### src/rtl/mem_access_ctrl_pkg.sv
// Shared types and lane helpers for the MEM-stage data-bus sequencer.
// All lane helpers assume a 32-bit data path with 4 little-endian byte lanes.
package mem_access_ctrl_pkg;

  typedef enum logic [1:0] {
    BYTE  = 2'b00,
    HALF  = 2'b01,
    UWORD = 2'b10,
    WORD  = 2'b11
  } mem_size_t;

  typedef enum logic [1:0] {
    IDLE = 2'b00,
    ADDR = 2'b01,
    DATA = 2'b10,
    RESP = 2'b11
  } mac_state_t;

  function automatic logic [3:0] gen_strb(input mem_size_t size, input logic [1:0] off);
    logic [3:0] s;
    case (size)
      BYTE:    s = 4'b0001 << off;
      HALF:    s = 4'b0011 << {off[1], 1'b0};
      default: s = 4'b1111;
    endcase
    return s;
  endfunction

  function automatic logic [31:0] rep_wdata(input mem_size_t size, input logic [31:0] w);
    logic [31:0] r;
    case (size)
      BYTE:    r = {4{w[7:0]}};
      HALF:    r = {2{w[15:0]}};
      default: r = w;
    endcase
    return r;
  endfunction

  function automatic logic [31:0] extend_load(input mem_size_t size, input logic sgn,
                                              input logic [1:0] off, input logic [31:0] d);
    logic [7:0]  b;
    logic [15:0] h;
    logic [31:0] r;
    case (off)
      2'b00:   b = d[7:0];
      2'b01:   b = d[15:8];
      2'b10:   b = d[23:16];
      default: b = d[31:24];
    endcase
    h = off[1] ? d[31:16] : d[15:0];
    case (size)
      BYTE:    r = {{24{sgn & b[7]}}, b};
      HALF:    r = {{16{sgn & h[15]}}, h};
      default: r = d;
    endcase
    return r;
  endfunction

endpackage

### src/rtl/mem_access_ctrl_memerror.sv
// Alignment-check gadget: flags misaligned half/word accesses as AdEL/AdES.
// Size UWORD (LWL/LWR/SWL/SWR) is deliberately never checked.
module memerror
  import mem_access_ctrl_pkg::*;
(
  input  logic [1:0] addr_lo,
  input  mem_size_t  size,
  input  logic       wr,
  output logic       adel,
  output logic       ades
);

  logic misalign_s;

  // Misalignment decode by access size
  always_comb begin
    misalign_s = 1'b0;
    case (size)
      WORD:    misalign_s = (addr_lo != 2'b00);
      HALF:    misalign_s = addr_lo[0];
      default: misalign_s = 1'b0;
    endcase
  end

  assign adel = misalign_s & ~wr;
  assign ades = misalign_s & wr;

endmodule

### src/rtl/mem_access_ctrl.sv
// MEM-stage load/store sequencer onto a single-outstanding sram-like bus.
// One transaction in flight; flushed transactions finish the bus handshake silently.
module mem_access_ctrl
  import mem_access_ctrl_pkg::*;
#(
  parameter int ADDR_W = 32,
  parameter int DATA_W = 32
) (
  input  logic              clk,
  input  logic              rst_n,
  input  logic              req_valid,
  output logic              req_ready,
  input  logic              req_wr,
  input  logic [1:0]        req_size,
  input  logic              req_signed,
  input  logic [ADDR_W-1:0] req_addr,
  input  logic [DATA_W-1:0] req_wdata,
  input  logic              flush,
  output logic              bus_req,
  output logic              bus_wr,
  output logic [ADDR_W-1:0] bus_addr,
  output logic [3:0]        bus_wstrb,
  output logic [DATA_W-1:0] bus_wdata,
  input  logic              bus_addr_ok,
  input  logic              bus_data_ok,
  input  logic [DATA_W-1:0] bus_rdata,
  output logic              resp_valid,
  output logic [DATA_W-1:0] resp_rdata,
  output logic              resp_adel,
  output logic              resp_ades,
  output logic [ADDR_W-1:0] resp_badvaddr
);

  mac_state_t        state_r, state_s;
  logic              killed_r, killed_s;
  logic              wr_r, signed_r, err_r;
  mem_size_t         size_r, req_size_s;
  logic [ADDR_W-1:0] addr_r;
  logic [DATA_W-1:0] wdata_r, rdata_r;
  logic [3:0]        strb_r;
  logic              accept_s, adel_s, ades_s, cap_s, in_addr_s;

  assign req_size_s = mem_size_t'(req_size);
  assign accept_s   = (state_r == IDLE) && req_valid && !flush;
  assign cap_s      = ((state_r == ADDR) && bus_addr_ok && bus_data_ok) ||
                      ((state_r == DATA) && bus_data_ok);

  memerror u_memerror (
    .addr_lo (req_addr[1:0]),
    .size    (req_size_s),
    .wr      (req_wr),
    .adel    (adel_s),
    .ades    (ades_s)
  );

  // Next-state and kill tracking
  always_comb begin
    state_s  = state_r;
    killed_s = killed_r;
    case (state_r)
      IDLE: begin
        killed_s = 1'b0;
        if (accept_s) begin
          state_s = (adel_s || ades_s) ? RESP : ADDR;
        end else begin
          state_s = IDLE;
        end
      end
      ADDR: begin
        killed_s = killed_r | flush;
        if (bus_addr_ok) begin
          state_s = bus_data_ok ? RESP : DATA;
        end else begin
          state_s = ADDR;
        end
      end
      DATA: begin
        killed_s = killed_r | flush;
        if (bus_data_ok) begin
          state_s = RESP;
        end else begin
          state_s = DATA;
        end
      end
      RESP: begin
        killed_s = 1'b0;
        state_s  = IDLE;
      end
      default: begin
        killed_s = 1'b0;
        state_s  = IDLE;
      end
    endcase
  end

  // State, request latch and load-data capture
  always_ff @(posedge clk or negedge rst_n) begin
    if (!rst_n) begin
      state_r  <= IDLE;
      killed_r <= 1'b0;
      wr_r     <= 1'b0;
      signed_r <= 1'b0;
      err_r    <= 1'b0;
      size_r   <= BYTE;
      addr_r   <= '0;
      wdata_r  <= '0;
      strb_r   <= 4'b0000;
      rdata_r  <= '0;
    end else begin
      state_r  <= state_s;
      killed_r <= killed_s;
      if (accept_s) begin
        wr_r     <= req_wr;
        signed_r <= req_signed;
        err_r    <= adel_s | ades_s;
        size_r   <= req_size_s;
        addr_r   <= req_addr;
        wdata_r  <= rep_wdata(req_size_s, req_wdata);
        strb_r   <= req_wr ? gen_strb(req_size_s, req_addr[1:0]) : 4'b0000;
        rdata_r  <= '0;
      end else if (cap_s && !wr_r) begin
        rdata_r <= extend_load(size_r, signed_r, addr_r[1:0], bus_rdata);
      end
    end
  end

  assign in_addr_s = (state_r == ADDR);

  assign req_ready = (state_r == IDLE);
  assign bus_req   = in_addr_s;
  assign bus_wr    = in_addr_s & wr_r;
  assign bus_addr  = in_addr_s ? {addr_r[ADDR_W-1:2], 2'b00} : '0;
  assign bus_wstrb = in_addr_s ? strb_r : 4'b0000;
  assign bus_wdata = (in_addr_s && wr_r) ? wdata_r : '0;

  // A flush arriving in the RESP cycle itself must still suppress the pulse.
  assign resp_valid    = (state_r == RESP) && !killed_r && !flush;
  assign resp_adel     = resp_valid & err_r & ~wr_r;
  assign resp_ades     = resp_valid & err_r & wr_r;
  assign resp_badvaddr = (resp_valid && err_r) ? addr_r : '0;
  assign resp_rdata    = (resp_valid && !err_r && !wr_r) ? rdata_r : '0;

endmodule

### config.mk
export PLATFORM = sky130hd
export DESIGN_NAME = mem_access_ctrl
export DESIGN_NICKNAME = d
export VERILOG_FILES = /design/src/rtl/mem_access_ctrl_pkg.sv /design/src/rtl/mem_access_ctrl_memerror.sv /design/src/rtl/mem_access_ctrl.sv
export SDC_FILE = /design/constraint.sdc
export NUM_CORES = 1
export LEC_CHECK = 0
export ABC_AREA = 1
export BUFFER_PORTS_ARGS = -buffer_cell sky130_fd_sc_hd__buf_2
export CAP_MARGIN = 20
export CORE_MARGIN = 3
export CORE_UTILIZATION = 44
export CTS_CLUSTER_DIAMETER = 50
export CTS_CLUSTER_SIZE = 14
export DETAILED_ROUTE_END_ITERATION = 10
export PLACE_DENSITY_LB_ADDON = 0.2
export SYNTH_ARGS = -nofsm -noshare
export SYNTH_HDL_FRONTEND = slang
export SYNTH_SLANG_ARGS = --single-unit
### constraint.sdc
create_clock -name clk -period 1.6 [get_ports clk]
set_clock_uncertainty 0.2 [all_clocks]
set_input_delay 0.24 -clock clk [delete_from_list [all_inputs] [get_ports clk]]
set_output_delay 0.24 -clock clk [all_outputs]
set_load 0.02 [all_outputs]
---- After elaboration in Yosys (flattened, before gate mapping) ----
Cells that the tools add are included.
Widths: inputs -> output; s select.
operators by class
  mux-type cells .......................... 22
  eq/ne operators ......................... 8
  shift-type cells ........................ 2
  reduce and logical (&&, ||, !) cells .... 26
  bitwise operators ....................... 12
operators with widths
  cell                 count
  $mux 32              6
  $pmux 32 s2          2
  $pmux 8 s3           1
  $mux 16              1
  $mux 8               2
  $logic_and 1x1->1    12
  $and 1x1->1          8
  $eq 2x1->1 const B   4
  $eq 2x2->1 const B   4
  $logic_not 2->1      4
  $mux 4               2
  $pmux 2 s4           1
  $pmux 4 s2           1
  $mux 2               3
  $logic_not 1->1      4
  $pmux 1 s2           2
  $reduce_bool 2->1    2
  $reduce_or 2->1      2
  $shl 1x2->4 const A  1
  $shl 2x2->4 const A  1
  $logic_or 1x1->1     2
  $not 1->1            2
  $or 1x1->1           2
  $mux 1               1
storage, ports and cells
  logic and storage cells ................. 80
  input port bits ......................... 106
  bits in registers ....................... 108

---- Longest topological paths before layout ----
  depth in word-level cells ............... 11
  depth in mapped cells ................... 10

---- Modules after synthesis ----
From an unflattened synthesis, not the netlist that was laid out.
unflattened totals
  cell total of the unflattened synthesis .. 877
  area total of the unflattened synthesis .. 6054.6 um^2
modules (own cells, without submodules)
  module           cells an instance  area each (um^2)  times used
  mem_access_ctrl  870                6028.3            1
  memerror         7                  26.3              1

---- Worst setup path after synthesis ----
OpenSTA, ideal clock, no wires.
  path kind ............................... reg-to-output
  start point ............................. register state_r[0]
  end point ............................... output resp_rdata[10]
  setup slack ............................. -0.463 ns
  data required time ...................... 1.160 ns
  stages on the path, launching flop included .. 6
  path buffers ............................ 1
  data arrival time ....................... 1.623 ns
  cell sequence ........................... dfrtp_1 > ha_1 > nor3b_2 > nand3_1 > clkbuf_1 > nor2_1
between the ends
  word-level cells in the longest chain between the ends .. 6
RTL lines
  element                         RTL line                text
  start: declaration              mem_access_ctrl.sv:34   mac_state_t state_r, state_s;
  start signal: assignment        mem_access_ctrl.sv:110  state_r <= state_s;
  $eq 2x2->1                      mem_access_ctrl.sv:137  assign resp_valid = (state_r == RESP) && !killed_r && !flush;
  $logic_and 1x1->1 (2 in a row)  mem_access_ctrl.sv:137
  named net resp_valid            mem_access_ctrl.sv:27   output logic resp_valid,
  $logic_and 1x1->1 (2 in a row)  mem_access_ctrl.sv:141  assign resp_rdata = (resp_valid && !err_r && !wr_r) ? rdata_r : '0;
  $mux 32                         mem_access_ctrl.sv:141
  end: declaration                mem_access_ctrl.sv:28   output logic [DATA_W-1:0] resp_rdata,
The timed path passes the listed nets, and every way through them passes these cells.

---- Worst setup path in the final report ----
  start point ............................. register state_r[1]
  end point ............................... output resp_badvaddr[31]
between the ends
  word-level cells in the longest chain between the ends .. 5
RTL lines
  element                         RTL line                text
  $eq 2x2->1                      mem_access_ctrl.sv:137
  $logic_and 1x1->1 (2 in a row)  mem_access_ctrl.sv:137
  $logic_and 1x1->1               mem_access_ctrl.sv:140  assign resp_badvaddr = (resp_valid && err_r) ? addr_r : '0;
  $mux 32                         mem_access_ctrl.sv:140
  end: declaration                mem_access_ctrl.sv:31   output logic [ADDR_W-1:0] resp_badvaddr
Every way passes these cells.

==> implementation parameters <==
Parameter                              Value

CTS
  Clock tree from TritonCTS ... done
  Number of buffers created by CTS ... 9
  Clock H-tree levels ... 3
  Total clock sinks ... 108
  Insertion delay to the later sink of the worst-skew pair ... 0.35 ns
  Root buffer cell ... clkbuf_16
  Clock slew seen by the registers of the worst setup and hold paths ... 0.07 ns
  Maximum buffer depth of the clock tree ... 2

Yosys
  Synthesis warning total ... 0
  Flops & latches, synth ... 108
  Largest area contributor in the netlist ... dfrtp_1
  Total standard cell area after synthesis ... 0.006053 mm2
  Average instance area after synthesis ... 6.855 um2
  Top post-synthesis cells by area ... dfrtp_1 (45%), nand2_1 (15%), inv_1 (9.6%)
  Area share of the largest cell type after synthesis ... 44.65%
  Count of distinct cell types in the synthesized netlist ... 34
  Number of instances in the synthesized netlist ... 883
  Sequential-to-total area share from yosys stat ... 44.65%

Global routing
  Antenna violations before repair ... 1
  Wire length of the first global-routing pass ... 38960 um
  Via count of the first global-routing pass ... 7748
  Largest net degree at the start of global routing ... 45
  Total global routing track utilization ... 33.17%
  Grt ovf ... 0

Place
  IO Port Bufs ... 241
  Placed wire-length estimate ... 13940 um
  DP Worst Slack ... -0.3353 ns
  Final weighted congestion in routability-driven placement ... 0.9308

Worst setup path
  Crit path max fanout ... 8
  Setup slack, reg-to-reg ... -0.72 ns
  Worst Setup End Kind ... primary output
  Endpoint arrival time on the critical path ... 1.97 ns
  Critical path required time ... 1.16 ns
  Worst setup path category ... register to primary output
  Setup crit start kind ... register

Pwr
  Switching pwr ... 4.381 mW
  Share of power burned in the clock network ... 21.5%
  Power per unit of standard cell area ... 995.4 mW/mm2
  Fraction of power consumed by sequential logic ... 34.5%
  Standby leakage power ... 5.695 nW
  Switching share of power ... 38.99%
  Fraction of power consumed by combinational cells ... 44.0%
  Peak supply drop ... 0.7047 mV
  Cell-internal power ... 6.855 mW

Cells and area
  Antenna Diode Count ... 0
  Synth-to-layout area growth ... 86.48%
  Layout cells sized above 1 ... 43.25%
  Count of nets after finishing ... 1365
  Utilization after layout ... 84.57%

Timing
  Number of failing setup endpoints in the final timing report ... 243
  Max Freq ... 414.7 MHz
  Worst Tran Pin Value ... 0.5003 ns
  Fin Hold WS ... 0.01658 ns
  Unrepaired setup endpoints after global routing ... true
  Tightest slew margin relative to the limit ... 66.65%
  Worst setup margin ... -0.8111 ns
  Slew Limit Fails ... 0
  Number of hold violations in the final report ... 0
  Min Clock Period, post-route ... 2.411 ns
  Share of the clock period used by the worst path ... 150.7%

Die
  Area of the die ... 0.01520 mm2
  Ports placed on the boundary ... 244
  Initial core utilization ... 45.35%
  Area of the placeable core ... 0.01335 mm2
  Vertical die dimension ... 123.3 um
  Row count ... 42
  Die width ... 123.3 um

Run
  Maximum capacitance violations ... 0

Outcome
  Violated checks ... setup timing
  Outcome ... finished with violations

Route
  Routed wire length per instance ... 17.90 um
  Final routed wirelength across all metal layers ... 25700 um
  Post-detailed-route count of antenna-violating nets ... 0
  Detailed router's first-iteration violation count ... 714
  Via count ... 7585
  Drc violations ... 0
  Detailed-router iteration count before antenna repair ... 5
  Vias per cell ... 5.282

Hold path
  Path type of the worst min-delay path ... input pin to register
## final cells by class
| cell class | instances | area, um2 |
|---|---|---|
| Timing Repair Buffer | 404 | 3890 |
| Multi-Input combinational cell | 575 | 3545 |
| Sequential cell | 108 | 2703 |
| Fill cell | 685 | 2059 |
| Inverter | 157 | 609.3 |
| Clock buffer | 12 | 266.5 |
| Tap cell | 176 | 220.2 |
| Clock inverter | 4 | 55.05 |
## Yosys cell counts, drive strengths merged
master  count
nor2      150
nor3b       1
clkbuf     19
dfrtp     108
a22oi       9
buf        27
o21a        2
a21o        1
o21ai      94
inv       157
nand4       1
conb        1
or2         6
o22ai       1
a21oi      22
ha          4
nand2     241
nand3      33
and2        6
## stage by stage
| step | setup TNS (ns) | instances | instance area (um2) | power, mW |
|---|---|---|---|---|
| detailed placement | -44.62 | 1315 | 8602 | 7.344 |
| finish | -142.51 | 1436 | 11290 | 11.24 |
| CTS | -120.58 | 1428 | 10990 | 10.73 |
| global route | -157.00 | 1436 | 11290 | 11.79 |
| global placement | -38.12 | 1315 | 8602 | 7.283 |
| floorplan | -35.88 | 884 | 6915 | 6.249 |
## layout by cell type, fill, tap and decap left out, types with 3 or more instances in the layout
cell type      count
o21ai_0           82
nand2_2           27
inv_1            140
clkbuf_16         12
clkbuf_8           3
dlygate4sd3_1     59
buf_16            11
buf_12            21
dfrtp_1          108
buf_6            111
or2_2              3
inv_4              3
nor2_1            47
buf_2            136
nor2_4            98
and2_1             5
bufbuf_16          3
nand2_4            5
a21oi_1           22
nand3_1           22
nor2_2             6
nand2_1          207
o21ai_2            7
nand3_2            7
inv_2             12
buf_8              3
nand2_8            3
buf_4             57
o21ai_1            5
a22oi_1            8
nand3_4            4
## logic make-up after synthesis
group	Yosys count	share of synthesized area, %
AOI/OAI and AO/OA	129	11.24
adders and majority gates	4	0.8268
buffers and inverters	203	13.81
DFF	108	44.65
other	1	0.06195
and+or+nand+nor	438	29.41
## worst paths after layout
check | startpoint | to | depth (start not counted)
setup / recovery | state_r[1] | resp_badvaddr[31] | 7
hold / removal | req_wdata[27] | wdata_r[27] | 3
setup reg to reg | state_r[1] | rdata_r[19] | 15
hold reg to reg | rdata_r[29] | rdata_r[29] | 2
max in group asynchronous | rst_n | addr_r[14] | 3
min in group asynchronous | rst_n | addr_r[9] | 2
## flip-flops by register name, indices dropped and copies added, names as in the netlist
register  count
rdata_r      32
addr_r       32
size_r        2
err_r         1
strb_r        4
killed_r      1
wr_r          1
state_r       2
signed_r      1
wdata_r      32
## layer usage
metal,vias to the layer above,wire length [um],global-route usage (%)
li1,3401,-,-
met1,3576,9138,37.53
met2,473,13160,58.38
met3,133,1920,6.404
met4,2,1469,18.69
met5,-,13,0
## power groups by stage
stage / logic (mW) / clock network, mW / registers, mW
final: 4.94 / 2.42 / 3.88
after global routing: 5.30 / 2.53 / 3.96
after CTS: 4.51 / 2.42 / 3.80
after detailed placement: 3.50 / 0 / 3.85
after global placement: 3.46 / 0 / 3.83
after floorplan: 2.49 / 0 / 3.76
## timing repair
| item | in CTS | in global routing |
|---|---|---|
| hold buffers | 59 | 0 |
| hold endpoints to repair | 86 | 0 |
| buffers inserted | 21 | 9 |
| gates cloned | 17 | 1 |
| gates resized for setup | 263 | 94 |
| endpoints found under the setup margin | 238 | 243 |
| pin swaps | 9 | 8 |
## critical path, cell delays in order, from the launching register on
cell and delay, ns:
dfrtp_1 0.38, ha_1 0.17, nor3b_4 0.29, buf_4 0.20
nand2_8 0.08, buf_12 0.16, nor2_1 0.14, buf_2 0.19
Note: power is estimated with default switching activity, not from simulation.
